==> src/rtl/stream_mux_n.sv <==
// stream_mux_n: N-input stream multiplexer feeding a single-entry output register.
// Mode 0 picks the channel given by sel; mode 1 arbitrates round-robin among valid channels.
// Optional macro STREAM_MUX_N_XFER_CNT_EN adds a saturating 16-bit input-transfer counter;
// without it xfer_cnt is tied to zero.
module stream_mux_n #(
    parameter int unsigned WIDTH = 32,
    parameter int unsigned N     = 3,
    parameter int unsigned SELW  = $clog2(N)
) (
    input  logic                 clk,
    input  logic                 rst_n,
    input  logic [N*WIDTH-1:0]   in_data,
    input  logic [N-1:0]         in_valid,
    output logic [N-1:0]         in_ready,
    input  logic                 mode,
    input  logic [SELW-1:0]      sel,
    output logic [WIDTH-1:0]     out_data,
    output logic [SELW-1:0]      out_src,
    output logic                 out_valid,
    input  logic                 out_ready,
    output logic                 err_sel,
    output logic [15:0]          xfer_cnt
);

    localparam int unsigned CNT_W = 16;

    logic [SELW-1:0]  last_ptr;
    logic             gnt_vld;
    logic [SELW-1:0]  gnt_idx;
    logic [WIDTH-1:0] gnt_data;
    logic             load_en;
    logic             xfer;

    // Output register can take new data when empty or being drained this cycle.
    assign load_en = !out_valid || out_ready;
    assign xfer    = rst_n && gnt_vld && load_en;
    assign err_sel = !mode && (32'(sel) >= N);

    // Grant selection: explicit index, or nearest valid channel after last_ptr.
    always_comb begin
        int unsigned best_d;
        int unsigned d;
        gnt_vld = 1'b0;
        gnt_idx = '0;
        best_d  = N;
        d       = 0;
        if (!mode) begin
            for (int unsigned i = 0; i < N; i++) begin
                if (SELW'(i) == sel) begin
                    gnt_vld = in_valid[i];
                    gnt_idx = SELW'(i);
                end
            end
        end else begin
            for (int unsigned i = 0; i < N; i++) begin
                // Distance from (last_ptr+1) mod N going upward with wrap.
                d = (i + N - 1 - 32'(last_ptr)) % N;
                if (in_valid[i] && (d < best_d)) begin
                    best_d  = d;
                    gnt_vld = 1'b1;
                    gnt_idx = SELW'(i);
                end
            end
        end
    end

    // Data steering and one-hot ready for the granted channel only.
    always_comb begin
        gnt_data = '0;
        in_ready = '0;
        for (int unsigned i = 0; i < N; i++) begin
            if (gnt_idx == SELW'(i)) begin
                gnt_data    = in_data[i*WIDTH +: WIDTH];
                in_ready[i] = xfer;
            end
        end
    end

    // Output register, source tag and round-robin pointer.
    always_ff @(posedge clk or negedge rst_n) begin
        if (!rst_n) begin
            out_valid <= 1'b0;
            out_data  <= '0;
            out_src   <= '0;
            last_ptr  <= SELW'(N - 1);
        end else if (xfer) begin
            out_valid <= 1'b1;
            out_data  <= gnt_data;
            out_src   <= gnt_idx;
            last_ptr  <= gnt_idx;
        end else if (out_ready) begin
            out_valid <= 1'b0;
        end
    end

`ifdef STREAM_MUX_N_XFER_CNT_EN
    logic [CNT_W-1:0] cnt_q;

    // Saturating count of accepted input transfers.
    always_ff @(posedge clk or negedge rst_n) begin
        if (!rst_n) begin
            cnt_q <= '0;
        end else if (xfer && (cnt_q != {CNT_W{1'b1}})) begin
            cnt_q <= cnt_q + CNT_W'(1);
        end
    end

    assign xfer_cnt = cnt_q;
`else
    assign xfer_cnt = CNT_W'(0);
`endif

endmodule

==> config.mk <==
export PLATFORM = sky130hd
export DESIGN_NAME = stream_mux_n
export DESIGN_NICKNAME = d
export VERILOG_FILES = /design/src/rtl/stream_mux_n.sv
export SDC_FILE = /design/constraint.sdc
export NUM_CORES = 1
export LEC_CHECK = 0
export ABC_AREA = 1
export BUFFER_PORTS_ARGS = -buffer_cell sky130_fd_sc_hd__buf_2
export CAP_MARGIN = 15
export CORE_ASPECT_RATIO = 2
export CORE_MARGIN = 4
export CORE_UTILIZATION = 30
export DETAILED_ROUTE_END_ITERATION = 8
export SYNTH_ARGS = -nofsm -noshare
export SYNTH_HDL_FRONTEND = slang
export SYNTH_SLANG_ARGS = --single-unit
==> constraint.sdc <==
create_clock -name clk -period 5.1 [get_ports clk]
set_clock_uncertainty 0.05 [all_clocks]
set_input_delay 0 -clock clk [delete_from_list [all_inputs] [get_ports clk]]
set_output_delay 0 -clock clk [all_outputs]
set_load 0.05 [all_outputs]
==> run metrics <==
status finished, violations left; failing checks hold timing; setup tns final 0 ns; Post-Synthesis Cells 521; die height 161.2 µm; area grow syn2layout 49.95%; wl on met1 3851 µm; Clock transition at path regs 0.06 ns; TritonCTS clock tree done; GP Congestion 0.8007; FMAX 210.8 MHz; DRC viols 0; share of layout cells above drive strength 1 0.2474; worst skew pair latency 0.28 ns; most frequent cells in the layout 193 x nand2_1, 143 x buf_2, 73 x dlygate4sd3_1; CTS H-Tree Depth 2; full die area 13630 µm²; Power Dens Cells 510.7 nW/µm²; Worst Setup End Kind flop; Crit Path Max Fanout 22; fillers 1199; vias in the first global route 4205; RSZ-0062 raised after global routing yes; Critical Path Source Type flop; DR WL met3 645 µm; Worst Path Arrival 4.92 ns; worst hold slack -0.002465 ns; synthesized area per cell 6.756 µm²; number of buffers created by CTS 5; post-layout min period 4.744 ns; initial antenna violation count 0; VDD IR-drop max 315.4 µV; total routed wirelength 11330 µm; Core Area 11420 µm²; number of port buffers 143; commonest non-fill, non-tap cell in the layout nand2_1; via count 4095; fin. max-slew vios 0; nets 909; routed wl met2 6434 µm; global-route wire length before repair 18550 µm; # placed instances 821; detail-routed via count per cell 4.540; GRT Overall Usage 0.1647; DRT iter0 DRCs 124; Fin. Hold Viols 2; WS Path Type flop to flop; count of final setup violators 0; Pint 1.242 mW; post-detail-place hpwl 8325 µm; Syn Std Cell Area 3520 µm²; max layer used met4; total gr overflow 0; drt wl/cell 12.56 µm; # rows 55; Detailed Routing Iterations Pass 1 4; clock sinks 36; post-synthesis register bit count 36; clock power share 0.131; Hold Crit Class input pin to flop; Final period util 0.9301; ANT nets after route 0; die width 84.59 µm; combinational share of power 0.679; clock buffer depth 2; synth unique cells 35; largest net degree at the start of global routing 58; sequential share of the synthesized area 0.2563; area leader, netlist dfrtp_1; synth warn 0; Non-Filler Instances 902; Synth area leaders dfrtp_1 25%, nand2_1 21%, ha_1 16%, nand3_1 6.7%, nor2_1 5.7%; Yosys top cell area share 0.2488; root buf cell clkbuf_16; ant diodes 0; I/O pin total 160; worst endpoint required time 5.27 ns; leak pwr 2.980 nW; Reg power frac 0.190; Max-Cap Viols 0; Switch Pwr 1.453 mW; switching share of power 0.5391; initial core utilization 0.3081
==> sequential cells by signal (all words and copies together) (netlist names) <==
name       cells
out_data      32
out_src        2
last_ptr       1
out_valid      1
==> metal layers <==
layer	vias up	track usage
li1	2068	-
met1	1858	0.1614
met2	137	0.3241
met3	32	0.02910
met4	0	0.07349
met5	-	0
==> power groups by stage <==
stage	clock network, mW	logic [mW]	registers, mW
CTS	0.360	1.84	0.514
detailed placement	0	1.74	0.513
floorplan	0	0.885	0.971
global route	0.371	2.03	0.531
global placement	0	1.69	0.513
finish	0.353	1.83	0.511
==> synth_stat cells, drive strengths merged <==
cell type and instances:
nand2 200, nor2 63, nand3 50, ha 45, inv 42, buf 36
dfrtp 35, o21ai 14, a21oi 11, nand4 5, a211oi 4, nor3 3
a21boi 2, conb 2, o221a 2, a32oi 1, dfstp 1, nand3b 1
nor4 1, o211ai 1, o21a 1, or2 1
==> worst paths after layout <==
path	from	end	slack [ns]	cells past startpoint
setup / recovery	last_ptr[1]	out_data[23]	0.36	23
hold / removal	in_data[72]	out_data[8]	-0.002	5
setup reg to reg	last_ptr[1]	out_data[23]	0.36	23
hold reg to reg	out_data[13]	out_data[13]	0.43	2
max in group asynchronous	rst_n	last_ptr[1]	4.41	3
min in group asynchronous	rst_n	out_data[20]	0.24	3
==> per-stage QoR <==
stage               setup slack [ns]  cell area, µm²  power [mW]  hold slack [ns]    util
CTS                           0.1316            5260       2.714        0.0004256  0.4605
floorplan                     0.3769            3690       1.856          -0.3456       -
detailed placement            0.6902            4365       2.250          0.02277  0.3821
global placement              0.8587            4365       2.208          0.02453  0.3821
global route                -0.09036            5278       2.937          0.02131  0.4620
finish                        0.3563            5278       2.695        -0.002465  0.4620
==> worst max-delay path, stage by stage (launching register included) <==
cell and delay, ns:
dfstp_2 0.56, inv_1 0.10, ha_1 0.31, nor2_1 0.11
buf_4 0.21, inv_1 0.09, ha_1 0.20, nor2_1 0.10
buf_4 0.21, ha_1 0.27, nand2_1 0.09, nor2_1 0.05
a211oi_1 0.21, o221a_2 0.23, nor2_1 0.04, nor2_1 0.23
nand2_2 0.12, nand3_1 0.15, nand3_4 0.26, buf_4 0.31
nor2_1 0.12, nand2_1 0.05, dlygate4sd3_1 0.55, nand2_1 0.06
==> logic make-up (layout without fill, tap and decap cells) <==
| logic type | count (synthesis) | count (layout) | synth area share |
|---|---|---|---|
| AND/OR/NAND/NOR | 324 | 324 | 0.3942 |
| buffers and inverters | 78 | 273 | 0.1248 |
| adder cells (fa/ha/maj) | 45 | 45 | 0.1600 |
| AO/OA/AOI/OAI | 36 | 36 | 0.06257 |
| flip-flops | 36 | 36 | 0.2563 |
| other | 2 | 46 | 0.002134 |
==> cell type report <==
class                           instances  area (µm²)  share of cell area
Clock buffer                            6       128.9             0.02442
Clock inverter                          2       35.03            0.006638
Inverter                               42       162.7             0.03082
Multi-Input combinational cell        451        2372              0.4495
Sequential cell                        36       902.1              0.1709
Tap cell                              142       177.7             0.03367
Timing Repair Buffer                  223        1499              0.2840
==> timing repair <==
item / CTS / global route
setup buffers: 0 / 0
hold buffers: 73 / 0
endpoints found under the setup margin: 0 / 22
endpoints found under the hold margin: 67 / 0
resized for setup: 0 / 4
Note: power is estimated with default switching activity, not from simulation.
